$ cat src/rtl/param_rom_pkg.sv
// Shared types and defaults for the ROM streaming controller.
package param_rom_pkg;

  typedef enum logic [1:0] {
    S_IDLE  = 2'd0,
    S_RUN   = 2'd1,
    S_DRAIN = 2'd2
  } state_e;

  localparam int FIFO_DEPTH_DEF = 4;

endpackage

$ cat src/rtl/param_rom_stream_ctrl_if.sv
// Job control, ROM port and output stream signals of the ROM streaming controller.
interface param_rom_stream_ctrl_if #(
  parameter int DATA_WIDTH = 32,
  parameter int ADDR_WIDTH = 6,
  parameter int PASS_WIDTH = 8
);
  logic                  start;
  logic [PASS_WIDTH-1:0] num_passes;
  logic                  busy;
  logic                  done;
  logic [ADDR_WIDTH-1:0] rom_addr;
  logic                  rom_ce;
  logic [DATA_WIDTH-1:0] rom_q;
  logic [DATA_WIDTH-1:0] data_out;
  logic                  data_out_valid;
  logic                  data_out_ready;
  logic                  data_out_last;

  modport master (
    input  start, num_passes, rom_q, data_out_ready,
    output busy, done, rom_addr, rom_ce, data_out, data_out_valid, data_out_last
  );

  modport slave (
    output start, num_passes, rom_q, data_out_ready,
    input  busy, done, rom_addr, rom_ce, data_out, data_out_valid, data_out_last
  );
endinterface

$ cat src/rtl/param_stream_fifo.sv
// Synchronous output buffer; read data is forced to zero while empty.
module param_stream_fifo #(
  parameter int WIDTH = 33,
  parameter int DEPTH = 4,
  localparam int PTR_W = (DEPTH > 1) ? $clog2(DEPTH) : 1,
  localparam int CNT_W = $clog2(DEPTH + 1)
) (
  input  logic             clk,
  input  logic             rst,
  input  logic             push_i,
  input  logic [WIDTH-1:0] wdata_i,
  input  logic             pop_i,
  output logic [WIDTH-1:0] rdata_o,
  output logic             valid_o,
  output logic [CNT_W-1:0] count_o
);
  logic [WIDTH-1:0] mem_q [DEPTH];
  logic [PTR_W-1:0] wr_q, rd_q;
  logic [CNT_W-1:0] cnt_q;

  function automatic logic [PTR_W-1:0] ptr_inc(input logic [PTR_W-1:0] p);
    return (p == PTR_W'(DEPTH - 1)) ? '0 : p + 1'b1;
  endfunction

  always_ff @(posedge clk) begin
    if (push_i) mem_q[wr_q] <= wdata_i;
  end

  always_ff @(posedge clk or negedge rst) begin
    if (!rst) begin
      wr_q  <= '0;
      rd_q  <= '0;
      cnt_q <= '0;
    end else begin
      if (push_i) wr_q <= ptr_inc(wr_q);
      if (pop_i)  rd_q <= ptr_inc(rd_q);
      case ({push_i, pop_i})
        2'b10:   cnt_q <= cnt_q + 1'b1;
        2'b01:   cnt_q <= cnt_q - 1'b1;
        default: cnt_q <= cnt_q;
      endcase
    end
  end

  assign valid_o = (cnt_q != '0);
  assign rdata_o = valid_o ? mem_q[rd_q] : '0;
  assign count_o = cnt_q;
endmodule

$ cat src/rtl/param_rom_stream_ctrl.sv
// Streams num_passes full sweeps of a pipelined ROM into a ready/valid output,
// issuing reads only when the output buffer has room for every word in flight.
//   state   | meaning
//   S_IDLE  | waiting for start; ROM disabled
//   S_RUN   | issuing ROM reads under credit control
//   S_DRAIN | all reads issued; waiting for pipeline and buffer to empty
module param_rom_stream_ctrl
  import param_rom_pkg::*;
#(
  parameter int DATA_WIDTH  = 32,
  parameter int DEPTH       = 24,
  parameter int ADDR_WIDTH  = $clog2(DEPTH) + 1,
  parameter int ROM_LATENCY = 2,
  parameter int FIFO_DEPTH  = FIFO_DEPTH_DEF,
  parameter int PASS_WIDTH  = 8
) (
  input logic                     clk,
  input logic                     rst,
  param_rom_stream_ctrl_if.master bus
);
  localparam int CNT_W = $clog2(FIFO_DEPTH + 1);
  localparam int INF_W = $clog2(ROM_LATENCY + 1);
  localparam logic [ADDR_WIDTH-1:0] LAST_ADDR = ADDR_WIDTH'(DEPTH - 1);

  state_e                 state_q, state_d;
  logic [ADDR_WIDTH-1:0]  addr_q, addr_d;
  logic [PASS_WIDTH-1:0]  pass_q, pass_d, npass_q, npass_d;
  logic [ROM_LATENCY-1:0] tag_vld_q, tag_vld_d, tag_last_q, tag_last_d;
  logic                   done_q, done_d;

  logic                   issue, addr_end, push, pop;
  logic [INF_W-1:0]       inflight;
  logic [CNT_W-1:0]       fifo_count;
  logic [DATA_WIDTH:0]    fifo_rdata;

  always_comb begin
    inflight = '0;
    for (int i = 0; i < ROM_LATENCY; i++) inflight = inflight + INF_W'(tag_vld_q[i]);
  end

  // Credit covers buffered words plus every read still in the ROM pipeline.
  assign issue    = (state_q == S_RUN) && ((int'(fifo_count) + int'(inflight)) < FIFO_DEPTH);
  assign addr_end = (addr_q == LAST_ADDR);
  assign push     = tag_vld_q[ROM_LATENCY-1];
  assign pop      = bus.data_out_valid && bus.data_out_ready;

  always_comb begin
    state_d = state_q;
    addr_d  = addr_q;
    pass_d  = pass_q;
    npass_d = npass_q;
    done_d  = 1'b0;
    case (state_q)
      S_IDLE: begin
        if (bus.start) begin
          if (bus.num_passes != '0) begin
            state_d = S_RUN;
            npass_d = bus.num_passes;
            addr_d  = '0;
            pass_d  = '0;
          end else begin
            done_d = 1'b1;
          end
        end
      end
      S_RUN: begin
        if (issue) begin
          if (addr_end) begin
            addr_d = '0;
            pass_d = pass_q + 1'b1;
            if (pass_q == npass_q - PASS_WIDTH'(1)) state_d = S_DRAIN;
          end else begin
            addr_d = addr_q + 1'b1;
          end
        end
      end
      S_DRAIN: begin
        if ((inflight == '0) && (fifo_count == '0)) begin
          state_d = S_IDLE;
          done_d  = 1'b1;
        end
      end
      default: state_d = S_IDLE;
    endcase
  end

  always_comb begin
    tag_vld_d     = '0;
    tag_last_d    = '0;
    tag_vld_d[0]  = issue;
    tag_last_d[0] = issue && addr_end;
    for (int i = 1; i < ROM_LATENCY; i++) begin
      tag_vld_d[i]  = tag_vld_q[i-1];
      tag_last_d[i] = tag_last_q[i-1];
    end
  end

  always_ff @(posedge clk or negedge rst) begin
    if (!rst) begin
      state_q    <= S_IDLE;
      addr_q     <= '0;
      pass_q     <= '0;
      npass_q    <= '0;
      tag_vld_q  <= '0;
      tag_last_q <= '0;
      done_q     <= 1'b0;
    end else begin
      state_q    <= state_d;
      addr_q     <= addr_d;
      pass_q     <= pass_d;
      npass_q    <= npass_d;
      tag_vld_q  <= tag_vld_d;
      tag_last_q <= tag_last_d;
      done_q     <= done_d;
    end
  end

  param_stream_fifo #(
    .WIDTH (DATA_WIDTH + 1),
    .DEPTH (FIFO_DEPTH)
  ) u_fifo (
    .clk     (clk),
    .rst     (rst),
    .push_i  (push),
    .wdata_i ({tag_last_q[ROM_LATENCY-1], bus.rom_q}),
    .pop_i   (pop),
    .rdata_o (fifo_rdata),
    .valid_o (bus.data_out_valid),
    .count_o (fifo_count)
  );

  assign bus.busy          = (state_q != S_IDLE);
  assign bus.rom_ce        = (state_q != S_IDLE);
  assign bus.done          = done_q;
  assign bus.rom_addr      = addr_q;
  assign bus.data_out      = fifo_rdata[DATA_WIDTH-1:0];
  assign bus.data_out_last = fifo_rdata[DATA_WIDTH];
endmodule

$ cat src/flat_wrapper.sv
// flat-port wrapper written by rule: the top's interface ports become plain ports
module param_rom_stream_ctrl_flat import param_rom_pkg::*;
#(
  parameter int DATA_WIDTH  = 32,
  parameter int DEPTH       = 24,
  parameter int ADDR_WIDTH  = $clog2(DEPTH) + 1,
  parameter int ROM_LATENCY = 2,
  parameter int FIFO_DEPTH  = FIFO_DEPTH_DEF,
  parameter int PASS_WIDTH  = 8
)
  (clk, rst, bus_start, bus_num_passes, bus_rom_q, bus_data_out_ready, bus_busy, bus_done, bus_rom_addr, bus_rom_ce, bus_data_out, bus_data_out_valid, bus_data_out_last);
  param_rom_stream_ctrl_if #(.DATA_WIDTH(DATA_WIDTH), .ADDR_WIDTH(ADDR_WIDTH), .PASS_WIDTH(PASS_WIDTH)) bus_i ();
  input logic clk;
  input logic rst;
  input wire logic [$bits(bus_i.start)-1:0] bus_start;
  input wire logic [$bits(bus_i.num_passes)-1:0] bus_num_passes;
  input wire logic [$bits(bus_i.rom_q)-1:0] bus_rom_q;
  input wire logic [$bits(bus_i.data_out_ready)-1:0] bus_data_out_ready;
  output wire logic [$bits(bus_i.busy)-1:0] bus_busy;
  output wire logic [$bits(bus_i.done)-1:0] bus_done;
  output wire logic [$bits(bus_i.rom_addr)-1:0] bus_rom_addr;
  output wire logic [$bits(bus_i.rom_ce)-1:0] bus_rom_ce;
  output wire logic [$bits(bus_i.data_out)-1:0] bus_data_out;
  output wire logic [$bits(bus_i.data_out_valid)-1:0] bus_data_out_valid;
  output wire logic [$bits(bus_i.data_out_last)-1:0] bus_data_out_last;
  assign bus_i.start = bus_start;
  assign bus_i.num_passes = bus_num_passes;
  assign bus_i.rom_q = bus_rom_q;
  assign bus_i.data_out_ready = bus_data_out_ready;
  assign bus_busy = bus_i.busy;
  assign bus_done = bus_i.done;
  assign bus_rom_addr = bus_i.rom_addr;
  assign bus_rom_ce = bus_i.rom_ce;
  assign bus_data_out = bus_i.data_out;
  assign bus_data_out_valid = bus_i.data_out_valid;
  assign bus_data_out_last = bus_i.data_out_last;
  param_rom_stream_ctrl #(.DATA_WIDTH(DATA_WIDTH), .DEPTH(DEPTH), .ADDR_WIDTH(ADDR_WIDTH), .ROM_LATENCY(ROM_LATENCY), .FIFO_DEPTH(FIFO_DEPTH), .PASS_WIDTH(PASS_WIDTH)) u_core (.clk(clk), .rst(rst), .bus(bus_i));
endmodule
$ cat config.mk
export PLATFORM = sky130hd
export DESIGN_NAME = param_rom_stream_ctrl_flat
export DESIGN_NICKNAME = d
export VERILOG_FILES = /design/src/rtl/param_rom_pkg.sv /design/src/rtl/param_rom_stream_ctrl_if.sv /design/src/rtl/param_stream_fifo.sv /design/src/rtl/param_rom_stream_ctrl.sv /design/src/flat_wrapper.sv
export SDC_FILE = /design/constraint.sdc
export NUM_CORES = 1
export LEC_CHECK = 0
export CORE_UTILIZATION = 40
export CTS_CLUSTER_DIAMETER = 50
export DETAILED_ROUTE_END_ITERATION = 12
export PLACE_DENSITY = 0.7
export SLEW_MARGIN = 5
export SYNTH_ARGS = -nofsm -noshare
export SYNTH_HDL_FRONTEND = slang
export SYNTH_SLANG_ARGS = --single-unit
export TNS_END_PERCENT = 100
$ cat constraint.sdc
create_clock -name clk -period 3.15 [get_ports clk]
set_clock_uncertainty 0.2 [all_clocks]
set_input_delay 0.4725 -clock clk [delete_from_list [all_inputs] [get_ports clk]]
set_output_delay 0.4725 -clock clk [all_outputs]
set_load 0.01 [all_outputs]
==> results.py, run 1 <==
metrics = {
    "floorplanning": {
        "pin_count": 87,
        "core-area_mm2": 0.0174,
        "die_height_um": 135,
        "initial_core_util": 0.410,
        "die_area_mm2": 0.0183,
        "die_w_um": 135,
        "num_rows": 48,
    },
    "pwr": {
        "power.density_mw_per_mm2": 944,
        "ir_drop_mv": 0.460,
        "p_leak_nw": 3.16,
    },
    "layout": {
        "antenna_cells": 0,
        "layout.filler_cells": 1409,
        "area_delta_synth_final_pct": 24.6,
        "fin_cells": 765,
        "finalNetCount": 584,
        "drive_above_1_share": 0.185,
    },
    "logic_synthesis": {
        "yosys.area.top_type": "edfxtp_1",
        "yosysWarnings": 0,
        "ys_seq_elements": 168,
        "async_reset_ff_frac": 0.214,
        "synthCells": 430,
        "synth_edf_count": 132,
        "synth_area_leaders": "edfxtp_1 (56%), dfrtp_1 (13%), mux4_2 (10%)",
        "ys_seq_area_frac": 0.683,
        "synth_flop_cell": "edfxtp_1",
        "synth.most_common_cell": "edfxtp_1",
        "synth_top_area_frac": 0.557,
        "synth_area_per_cell_um2": 16.6,
        "syn_nets": 487,
        "syn_area_mm2": 0.00712,
        "synth_common_cells": "edfxtp_1 (132), and2_1 (39), dfrtp_1 (36)",
        "yosysUniqueCellTypes": 51,
    },
    "sta": {
        "fmax_mhz": 334,
        "finalSetupTns_ps": 0,
        "finalHoldViolCount": 0,
        "setup_viol": 0,
        "relSlewSlack": 0.389,
        "hold_ws_ps": 163,
        "tightestPinTransition_ps": 917,
        "rsz0062_at_grt": "no",
        "fin_crit_ps": 2990,
        "period_share": 0.949,
        "drv_slew": 0,
    },
    "critical_path": {
        "cp-end-kind": "primary output",
        "start_kind": "register",
        "crit_arrival_ps": 2320,
        "crit_type": "register to primary output",
        "cp_num_buf_inv": 2,
        "slowest_stage": "mux4_2",
        "critPathMaxStageDelay_ps": 530,
        "crit_family": "buffers and inverters",
        "worstPathRequired_ps": 2480,
        "worstPathCellList": "buf_4 > mux4_2 > and2_1 > clkdlybuf4s50_1",
        "critPathMaxFanout": 16,
    },
    "placement": {
        "gp_congestion": 0.834,
        "placedCellCount": 733,
        "portBuffers": 86,
        "hpwl_um": 8760,
    },
    "drt": {
        "routed_via_density": 5.13,
        "drt_iter0_markers": 234,
        "routedWlPerCell_um": 17.6,
        "wl_um": 13400,
        "first_pass_iters": 4,
        "vias": 3927,
        "remaining_drc_errors": 0,
        "ant_nets": 0,
    },
    "global_route": {
        "grt_start_max_net_pins": 37,
        "antenna_found_initial": 0,
        "grt_usage": 0.158,
        "grt_pass1_wl_um": 21500,
        "grt_overflow_total": 0,
        "first_global_vias": 4084,
    },
    "clocking": {
        "path_clk_slew_ps": 70,
        "cts_setup_buffers": 0,
        "clk_latency_ps": 420,
        "cts.path.max_buffers": 2,
        "cts_resized": 0,
        "ctsHoldBuffers": 0,
        "cts_sinks": 168,
        "clk_root_buffer_cell": "clkbuf_16",
        "cts_made_buffers": 17,
        "cts_tree": "done",
        "htree_levels": 4,
    },
    "min_path": {
        "hp-class": "register to register",
    },
    "run_status": {
        "outcome": "complete, no violations",
    },
    "job": {
        "cap_violations": 0,
    },
}
## layout make-up
type	count	area, µm²	share of cell area
clock buffers	17	425	0.0479
clock inverters	15	183	0.0206
inverters	17	63.8	0.00719
multi-input cells	226	2100	0.237
flip-flops and latches	168	4870	0.548
well taps	225	282	0.0317
repair buffers	97	956	0.108
## flip-flops by register name (all words and copies together) (netlist names)
register	flops
u_core.tag_vld_q	2
u_core.u_fifo.rd_q	2
u_core.bus.done	1
u_core.npass_q	8
u_core.u_fifo.count_o	3
u_core.u_fifo.mem_q	132
u_core.bus.rom_addr	6
u_core.state_q	2
u_core.tag_last_q	2
u_core.u_fifo.wr_q	2
u_core.pass_q	8
## routing by layer
layer	part of all wire	up-vias	wire length, µm	track usage
li1	-	1835	-	-
met1	0.43	1997	5740	0.197
met2	0.53	87	7090	0.268
met3	0.037	8	504	0.0419
met4	0.0082	0	110	0.0474
met5	0	-	0	0
## placed cells by master (no fill, tap or decap), types with 3 or more instances in the layout
| master | synthesis | final |
|---|---|---|
| buf_4 | 1 | 10 |
| dfrtp_1 | 36 | 35 |
| mux2_2 | 7 | 7 |
| nor2b_1 | 3 | 3 |
| o21ai_0 | 13 | 13 |
| xor2_1 | 7 | 7 |
| clkinv_4 | 0 | 3 |
| nand4_1 | 5 | 5 |
| ha_1 | 12 | 12 |
| nor4_1 | 3 | 3 |
| nand3_1 | 3 | 3 |
| clkinv_8 | 0 | 3 |
| o31ai_1 | 5 | 5 |
| nor3_1 | 4 | 4 |
| clkdlybuf4s50_1 | 0 | 86 |
| xnor2_1 | 7 | 7 |
| a21oi_1 | 11 | 11 |
| inv_8 | 0 | 4 |
| inv_1 | 17 | 17 |
| and2_2 | 0 | 4 |
| nand2_1 | 19 | 19 |
| and3_1 | 4 | 4 |
| clkbuf_16 | 0 | 17 |
| nor2_1 | 13 | 13 |
| nand2b_1 | 7 | 7 |
| edfxtp_1 | 132 | 132 |
| mux4_2 | 33 | 33 |
| and2_1 | 39 | 35 |
## worst paths after layout
check	startpoint	end	slack (ps)	depth (start not counted)
max	u_core.u_fifo.rd_q[0]	bus_data_out[31]	160	4
min	u_core.tag_last_q[0]	u_core.tag_last_q[1]	160	0
max reg2reg	u_core.tag_vld_q[1]	u_core.pass_q[5]	470	7
min reg2reg	u_core.tag_last_q[0]	u_core.tag_last_q[1]	160	0
max in group asynchronous	rst	u_core.u_fifo.rd_q[0]	2120	2
min in group asynchronous	rst	u_core.bus.rom_addr[3]	280	2
## per-stage QoR
step,cell area (µm²),utilization,total power [mW],setup WS [ps]
2_1_floorplan,7120,-,5.04,669
3_3_place_gp,8270,0.476,6.31,482
3_5_place_dp,8270,0.476,6.41,434
4_1_cts,8870,0.511,8.50,100
5_1_grt,8870,0.511,8.85,43.2
6_report,8870,0.511,8.38,159
## power breakdown
part           internal [mW]  switching (mW)
clock network           1.14           0.951
logic                   1.65            1.41
registers               2.95           0.276
total                   5.74            2.64
## worst register-to-register path, stage by stage, from the launching register on
cell and delay [ps]:
dfrtp_1 450, ha_1 230, ha_1 300, a311oi_2 350, nand2_2 150, a21o_4 260
or4_1 510, a21oi_1 160
## logic make-up (layout without fill, tap and decap cells)
group                      Yosys count  in the layout  share of synthesized area
xor gates and xnor gates            14             14                     0.0172
adders and majority gates           13             13                     0.0239
and+or+nand+nor                    110            110                     0.0873
muxes                               40             40                      0.115
AOI/OAI and AO/OA                   49             49                     0.0503
buffers and inverters               36            146                     0.0227
DFF                                168            168                      0.683
Note: power is estimated with default switching activity, not from simulation.
==> inputs of run 2 (changes only) <==
--- a/config.mk
+++ b/config.mk
@@ -5,10 +5,12 @@
 export SDC_FILE = /design/constraint.sdc
 export NUM_CORES = 1
 export LEC_CHECK = 0
+export CAP_MARGIN = 5
 export CORE_UTILIZATION = 40
 export CTS_CLUSTER_DIAMETER = 50
 export DETAILED_ROUTE_END_ITERATION = 12
-export PLACE_DENSITY = 0.7
+export DONT_BUFFER_PORTS = 1
+export PLACE_DENSITY = 0.63
 export SLEW_MARGIN = 5
 export SYNTH_ARGS = -nofsm -noshare
 export SYNTH_HDL_FRONTEND = slang
==> run 2 against run 1 <==
Compared with the run above: maximum frequency grew 11%; hold slack got worse by 37 ps; final area shrank 4.6%; via count decreased by 3.9%; clock power is 2% higher; routed wire length shrank 2.1%; register-to-register slack is essentially flat; critical path type unchanged.
==> results.py, run 2 (synthesis gave the netlist of run 1 again) <==
metrics = {
    "sta": {
        "finalHoldViolCount": 0,
        "fin_crit_ps": 2700,
        "drv_slew": 0,
        "setup_viol": 0,
        "relSlewSlack": 0.344,
        "fmax_mhz": 370,
        "hold_ws_ps": 126,
        "setup_ws_ps": 448,
        "rsz0062_at_grt": "no",
        "tightestPinTransition_ps": 971,
        "finalSetupTns_ps": 0,
        "period_share": 0.858,
    },
    "pwr": {
        "clkPwrFrac": 0.274,
        "power_frac_comb": 0.298,
        "pwr-share-seq": 0.428,
        "p_int_mw": 5.35,
        "power.density_mw_per_mm2": 917,
        "ir_drop_mv": 0.449,
        "p_leak_nw": 3.00,
        "p_sw_frac": 0.311,
        "switching_power_mw": 2.42,
        "power_mw": 7.76,
    },
    "layout": {
        "finalInstanceArea_mm2": 0.00846,
        "area_delta_synth_final_pct": 18.9,
        "final_common_cell": "edfxtp_1",
        "fin_cells": 718,
        "drive_above_1_share": 0.193,
        "layout_common_cells": "edfxtp_1 (132), dlygate4sd3_1 (41), and2_1 (35)",
        "top_regs": "u_core.u_fifo.mem_q (132), u_core.npass_q (8), u_core.pass_q (8)",
        "largest_register_ffs": 132,
        "finalNetCount": 537,
        "final_util": 0.488,
        "top_register": "u_core.u_fifo.mem_q",
        "antenna_cells": 0,
    },
    "floorplanning": {
        "initial_core_util": 0.410,
        "num_rows": 48,
        "die_w_um": 135,
        "die_area_mm2": 0.0183,
        "pin_count": 87,
        "core-area_mm2": 0.0174,
        "die_height_um": 135,
    },
    "critical_path": {
        "crit_family": "flip-flops",
        "critPathMaxFanout": 12,
        "cp-end-kind": "primary output",
        "worstPathCellList": "buf_4 > mux4_2 > and2_1",
        "crit_type": "register to primary output",
        "start_kind": "register",
        "worstPathRequired_ps": 2480,
        "cp_num_buf_inv": 1,
        "slowest_stage": "dfrtp_2",
        "crit_arrival_ps": 2030,
        "critPathMaxStageDelay_ps": 590,
    },
    "placement": {
        "portBuffers": 0,
        "placedCellCount": 644,
        "hpwl_um": 8320,
        "gp_congestion": 0.774,
        "dpl-instance-area_mm2": 0.00742,
        "dp_slack_ps": 474,
    },
    "drt": {
        "routed_via_density": 5.26,
        "first_pass_iters": 4,
        "vias": 3775,
        "ant_nets": 0,
        "drt_iter0_markers": 220,
        "wl_um": 13200,
        "remaining_drc_errors": 0,
        "routedWlPerCell_um": 18.3,
    },
    "clocking": {
        "path_clk_slew_ps": 60,
        "cts_resized": 0,
        "clk_root_buffer_cell": "clkbuf_16",
        "htree_levels": 4,
        "cts.path.max_buffers": 2,
        "cts_sinks": 168,
        "clk_latency_ps": 420,
        "cts_tree": "done",
        "cts_made_buffers": 17,
    },
    "run_status": {
        "outcome": "complete, no violations",
    },
    "global_route": {
        "antenna_found_initial": 0,
        "grt_overflow_total": 0,
        "grt_pass1_wl_um": 21100,
        "grt_usage": 0.156,
        "grt_start_max_net_pins": 37,
        "first_global_vias": 4063,
    },
    "job": {
        "cap_violations": 0,
    },
    "min_path": {
        "hp-class": "input port to register",
    },
}
-- run 2: layer usage --
metal	global-route usage	share of wire
met1	0.191	0.43
met2	0.265	0.50
met3	0.0400	0.051
met4	0.0587	0.015
met5	0	0
-- run 2: timing repair --
| item | 4_1_cts | 5_1_grt |
|---|---|---|
| buffers inserted | 0 | 0 |
| hold endpoints to repair | 172 | 0 |
| hold buffers | 42 | 0 |
-- run 2: layout make-up --
class	count	area, µm²
Sequential cell	168	4870
Multi-Input combinational cell	226	2100
Clock buffer	19	433
Inverter	17	63.8
Clock inverter	13	178
Timing Repair Buffer	50	541
Tap cell	225	282
Fill cell	1448	8890
-- run 2: path summary, 6_finish.rpt --
check	slack (ps)	startpoint	cells after the start	to
max in group asynchronous	2230	rst	2	u_core.u_fifo.rd_q[1]
setup / recovery	450	u_core.u_fifo.rd_q[0]	3	bus_data_out[20]
min in group asynchronous	300	rst	2	u_core.npass_q[5]
setup reg to reg	480	u_core.tag_vld_q[1]	7	u_core.pass_q[5]
hold reg to reg	150	u_core.tag_last_q[0]	0	u_core.tag_last_q[1]
hold / removal	130	bus_data_out_ready	2	u_core.u_fifo.rd_q[0]
-- run 2: power by group through the flow --
stage / logic (mW) / clock network, mW / registers, mW
finish: 2.31 / 2.13 / 3.32
global route: 2.56 / 2.26 / 3.39
CTS: 2.38 / 2.17 / 3.33
detailed placement: 2.30 / 0 / 3.38
global placement: 2.26 / 0 / 3.34
floorplan: 1.85 / 0 / 3.19
